==> src/rtl/ysyx_25060170_wbu_hs.sv <==
// ysyx_25060170_wbu_hs: write-back unit with load extension, retire pulse and retire counter
module ysyx_25060170_wbu_hs #(
  parameter int XLEN    = 32,
  parameter int RADDR_W = 5,
  parameter int CNT_W   = 64
) (
  input  logic               clk,
  input  logic               rst,
  input  logic               in_valid,
  output logic               in_ready,
  input  logic [XLEN-1:0]    exu_result_i,
  input  logic [XLEN-1:0]    pc_i,
  input  logic [XLEN-1:0]    csr_rdata_i,
  input  logic [RADDR_W-1:0] rd_i,
  input  logic [1:0]         regS,
  input  logic               RegW,
  input  logic [2:0]         ld_funct3_i,
  input  logic               mem_rvalid,
  input  logic [XLEN-1:0]    mem_rdata,
  input  logic               mem_rerr,
  output logic               reg_write_en_o,
  output logic [RADDR_W-1:0] reg_write_addr_o,
  output logic [XLEN-1:0]    reg_write_data_o,
  output logic               commit_o,
  output logic [XLEN-1:0]    commit_pc_o,
  output logic               commit_err_o,
  output logic [CNT_W-1:0]   retire_cnt_o
);
  localparam logic [1:0] IDLE     = 2'd0;
  localparam logic [1:0] WAIT_MEM = 2'd1;
  localparam logic [1:0] WRITE    = 2'd2;
  localparam int OFF_W = (XLEN == 64) ? 3 : 2;
  logic [1:0]         state_q, state_d;
  logic [XLEN-1:0]    res_q, pc_q, csr_q, ld_q, ld_d;
  logic [RADDR_W-1:0] rd_q;
  logic [1:0]         regs_q;
  logic               regw_q, err_q;
  logic [2:0]         f3_q;
  logic [CNT_W-1:0]   cnt_q;
  logic [63:0]        sh, ext;
  logic               hs, write;
  assign in_ready = state_q == IDLE;
  assign hs       = in_valid & in_ready;
  assign write    = state_q == WRITE;
  // Extension is done at 64 bits then truncated, so on XLEN=32 ld/lwu/lw all collapse to the full word.
  always_comb begin
    sh = 64'(mem_rdata >> {res_q[OFF_W-1:0], 3'b000});
    case (f3_q)
      3'b000:  ext = {{56{sh[7]}}, sh[7:0]};
      3'b001:  ext = {{48{sh[15]}}, sh[15:0]};
      3'b010:  ext = {{32{sh[31]}}, sh[31:0]};
      3'b011:  ext = sh;
      3'b100:  ext = {56'd0, sh[7:0]};
      3'b101:  ext = {48'd0, sh[15:0]};
      3'b110:  ext = {32'd0, sh[31:0]};
      default: ext = '0;
    endcase
    ld_d = XLEN'(ext);
  end
  always_comb begin
    state_d = state_q == IDLE     ? (in_valid ? (regS == 2'd1 ? WAIT_MEM : WRITE) : IDLE) :
              state_q == WAIT_MEM ? (mem_rvalid ? WRITE : WAIT_MEM) : IDLE;
  end
  always_ff @(posedge clk) begin
    if (rst) begin
      state_q <= IDLE;
      res_q   <= '0;
      pc_q    <= '0;
      csr_q   <= '0;
      ld_q    <= '0;
      rd_q    <= '0;
      regs_q  <= '0;
      regw_q  <= 1'b0;
      err_q   <= 1'b0;
      f3_q    <= '0;
      cnt_q   <= '0;
    end else begin
      state_q <= state_d;
      if (hs) begin
        res_q  <= exu_result_i;
        pc_q   <= pc_i;
        csr_q  <= csr_rdata_i;
        rd_q   <= rd_i;
        regs_q <= regS;
        regw_q <= RegW;
        f3_q   <= ld_funct3_i;
        ld_q   <= '0;
        err_q  <= 1'b0;
      end
      if (state_q == WAIT_MEM && mem_rvalid) begin
        ld_q  <= ld_d;
        err_q <= mem_rerr;
      end
      if (write) cnt_q <= cnt_q + CNT_W'(1);
    end
  end
  // Outputs are masked while rst is high so an aborted WRITE never reaches the register file.
  assign reg_write_en_o   = write & ~rst & regw_q & |rd_q & ~err_q;
  assign reg_write_addr_o = rd_q;
  assign reg_write_data_o = regs_q == 2'd0 ? res_q :
                            regs_q == 2'd1 ? ld_q  :
                            regs_q == 2'd2 ? pc_q + XLEN'(4) : csr_q;
  assign commit_o         = write & ~rst;
  assign commit_pc_o      = pc_q;
  assign commit_err_o     = write & ~rst & err_q;
  assign retire_cnt_o     = cnt_q;
endmodule

==> config.mk <==
export PLATFORM = sky130hd
export DESIGN_NAME = ysyx_25060170_wbu_hs
export DESIGN_NICKNAME = d
export VERILOG_FILES = /design/src/rtl/ysyx_25060170_wbu_hs.sv
export SDC_FILE = /design/constraint.sdc
export NUM_CORES = 1
export LEC_CHECK = 0
export BUFFER_PORTS_ARGS = -buffer_cell sky130_fd_sc_hd__clkbuf_2
export CAP_MARGIN = 20
export CORE_ASPECT_RATIO = 0.9
export CORE_MARGIN = 2
export CORE_UTILIZATION = 52
export CTS_CLUSTER_SIZE = 8
export DETAILED_ROUTE_END_ITERATION = 8
export GPL_TIMING_DRIVEN = 0
export PLACE_DENSITY = 0.9
export SLEW_MARGIN = 20
export SYNTH_ARGS = -nofsm -noshare
export SYNTH_HDL_FRONTEND = slang
export SYNTH_SLANG_ARGS = --single-unit
==> constraint.sdc <==
create_clock -name clk -period 2.5 [get_ports clk]
set_input_delay 0.375 -clock clk [delete_from_list [all_inputs] [get_ports clk]]
set_output_delay 0.375 -clock clk [all_outputs]
set_load 0.02 [all_outputs]
==> flow_metrics.tcl <==
set metrics [dict create \
    clk_pin_slew_ps 50 \
    skew_ps 25.4 \
    syn_avg_cell_area_um2 8.44 \
    ys_ff_latch 206 \
    coreArea_um2 18500 \
    start_kind "flip-flop" \
    rows 47 \
    synth-adder-area-share_pct 0.255 \
    synth-simple-area-share_pct 24.5 \
    fin_hold_ws_ps 67.9 \
    clock-sinks 206 \
    synthMuxAreaShare_pct 9.62 \
    netlist_instances 1164 \
    final_area_um2 13000 \
    area_growth_pct 32.0 \
    dieArea_um2 20000 \
    slew_headroom_pct 38.5 \
    grt_pass1_vias 9804 \
    overflow 0 \
    synth_area_um2 9830 \
    worstSetupPathType "flip-flop to primary output" \
    synth_sequential_area_ratio_pct 42.0 \
    die_h_um 134 \
    initial_core_util_pct 53.2 \
    hold_path_class "input port to flip-flop" \
    p_per_area_nw_per_um2 622 \
    fin_nets 1647 \
    drtAntennaViolNets 0 \
    arrival_ps 2620 \
    io_buffer_count 280 \
    remaining_drc_errors 0 \
    clock_tree.root_cell "clkbuf_16" \
    wire_per_inst_um 20.1 \
    tightest_slew_ps 915 \
    cp.required_ps 2120 \
    synth_edf_count 0 \
    drt_wl_total_mm 35.1 \
    via_per_inst 6.07 \
    cap_violations 0 \
    reg2regPathDepth 6 \
    async_reset_ff_share_pct 0 \
    insertion_delay_ps 530 \
    end_kind "primary output" \
    drt_iter0_drc 817 \
    seq_area_um2 4180 \
    drt-met1-wl_mm 12.9 \
    dr.pass1.iters 5 \
    p_leak_nw 5.44 \
    dp_hpwl_mm 24.6 \
    synth_cell_types 53 \
    synthXorXnorAreaFrac_pct 6.06 \
    clk_path_buf_depth 3 \
    top_layer_used "met5" \
    hold_depth 3 \
    gp_congestion 0.982 \
    synth_flop_cell "dfxtp_1" \
    synth-compound-area-share_pct 13.8 \
    vias 10600 \
    die_w_um 149 \
    synth_top_family_by_area "simple AND/OR/NAND/NOR gates" \
    max_freq_ghz 0.334 \
    rsz0062_at_grt "true" \
    cts_max_level 1 \
    fin_ws_ps -495 \
    period_needed_ps 3000 \
    grt_pass1_wl_mm 51.8 \
    hold_violations 0 \
    cp_max_fo 5 \
    grt_max_degree 14 \
    nFillCells 1380 \
    setup-tns-final_ps -8120 \
    syn-num-nets 1310 \
    status "finished, violations left" \
    track_usage_pct 33.0 \
    finalSetupViolations 23 \
    multiInputGateArea_um2 5640 \
    post-route-period-util_pct 120 \
    wl_met2_mm 16.5 \
    grt_antenna_before_repair 3 \
    cts_buffers 29 \
    yosys_warnings 0 \
    final_layout_size_suffix_gt1_share_pct 30.3 \
    peakVddDrop_v 0.000534 \
    violations "setup timing" \
    dpl-instance-area_um2 11500 \
    slew_violations 0 \
    met3_length_mm 4.03 \
    cts_hold_buf 0 \
    cts_tree "yes" \
    io_pins 281 \
]
what timing repair did:
item / in CTS / in global routing
gates resized for setup: 93 / 50
setup buffers: 11 / 16
endpoints found under the setup margin: 32 / 75
pin swaps: 13 / 13
area by class of cell:
class,instances,area share [%]
diodes,1,0.0193
plain buffers,77,2.50
clock buffers,30,5.70
inverters,14,0.405
multi-input cells,866,43.4
flip-flops and latches,206,32.2
well taps,245,2.36
repair buffers,307,13.3
power by group:
part,total [mW],switching [mW],internal [mW]
sequential,3.53,0.121,3.41
clock,3.39,1.35,2.04
combinational,1.16,0.703,0.455
total,8.08,2.17,5.90
critical path, stage by stage (launching register included):
cell	delay, ps
dfxtp_4	380
nand4_4	160
buf_6	160
nor4_4	280
buf_6	190
nand3_4	90
xnor2_2	160
mux4_2	520
buf_8	160
path summary, 6_finish.rpt:
kind	start	end	slack [ps]
max	commit_pc_o[8]	reg_write_data_o[27]	-500
min	exu_result_i[4]	res_q[4]	70
max reg2reg	state_q[1]	csr_q[16]	130
min reg2reg	csr_q[10]	csr_q[10]	450
logic make-up after synthesis:
family,after synthesis
adders and majority gates,2
muxes,53
buffers and inverters,92
AOI/OAI and AO/OA,230
xor gates and xnor gates,68
and+or+nand+nor,513
DFF,206
through the flow:
stage | setup WS [ps] | power [mW] | std cells | utilization [%]
after floorplan | 8.83 | 4.20 | 1164 | -
final | -495 | 8.08 | 1746 | 70.3
after global routing | -535 | 8.30 | 1745 | 70.3
after global placement | -494 | 4.62 | 1689 | 62.5
after CTS | -421 | 8.01 | 1729 | 68.9
after detailed placement | -515 | 4.63 | 1689 | 62.5
routing by layer:
| layer | up-vias | GRT usage (%) |
|---|---|---|
| li1 | 4761 | - |
| met4 | 4 | 14.1 |
| met2 | 702 | 55.0 |
| met5 | - | 0 |
| met3 | 151 | 8.47 |
| met1 | 4979 | 40.5 |
state kept, by name (all words and copies together), names as in the netlist:
signal,flops
ld_q,32
state_q,2
regs_q,2
commit_pc_o,32
f3_q,3
retire_cnt_o,64
regw_q,1
res_q,32
err_q,1
reg_write_addr_o,5
csr_q,32
cell usage after synthesis, drive strengths merged (2+ instances only):
cell type	instances	area [um2]
a211o	7	61.3
a21o	8	60.1
a21oi	133	666
a22o	16	140
a22oi	10	75.1
a2bb2oi	7	61.3
a32oi	7	61.3
and2	7	43.8
and3	11	70.1
and4	4	35.0
buf	12	57.6
clkbuf	64	244
dfxtp	206	4120
ha	2	25.0
inv	14	52.6
mux2	2	22.5
mux2i	18	180
mux4	33	743
nand2	259	975
nand3	39	195
nand3b	3	22.5
nand4	39	256
nand4b	6	58.8
nor2	84	315
nor2b	12	75.1
nor3	16	100
nor4	8	86.3
o21ai	33	165
o31ai	7	52.6
or2	2	12.5
or3	13	86.3
or4	7	52.6
xnor2	27	236
xor2	41	359
layout by cell type (no fill, tap or decap), types with 8 or more instances in the layout:
cell / n
a21o_1: 8
a21oi_1: 133
a22o_1: 16
a22oi_1: 10
and3_1: 10
buf_2: 12
buf_4: 25
clkbuf_1: 57
clkbuf_16: 29
clkbuf_2: 268
dfxtp_1: 186
dfxtp_4: 14
inv_1: 14
mux2i_1: 18
mux4_2: 33
nand2_1: 257
nand3_1: 31
nand4_1: 37
nor2_1: 77
nor2b_1: 12
nor3_1: 8
o21ai_0: 32
or3_1: 12
xnor2_1: 20
xor2_1: 40
Note: power is estimated with default switching activity, not from simulation.
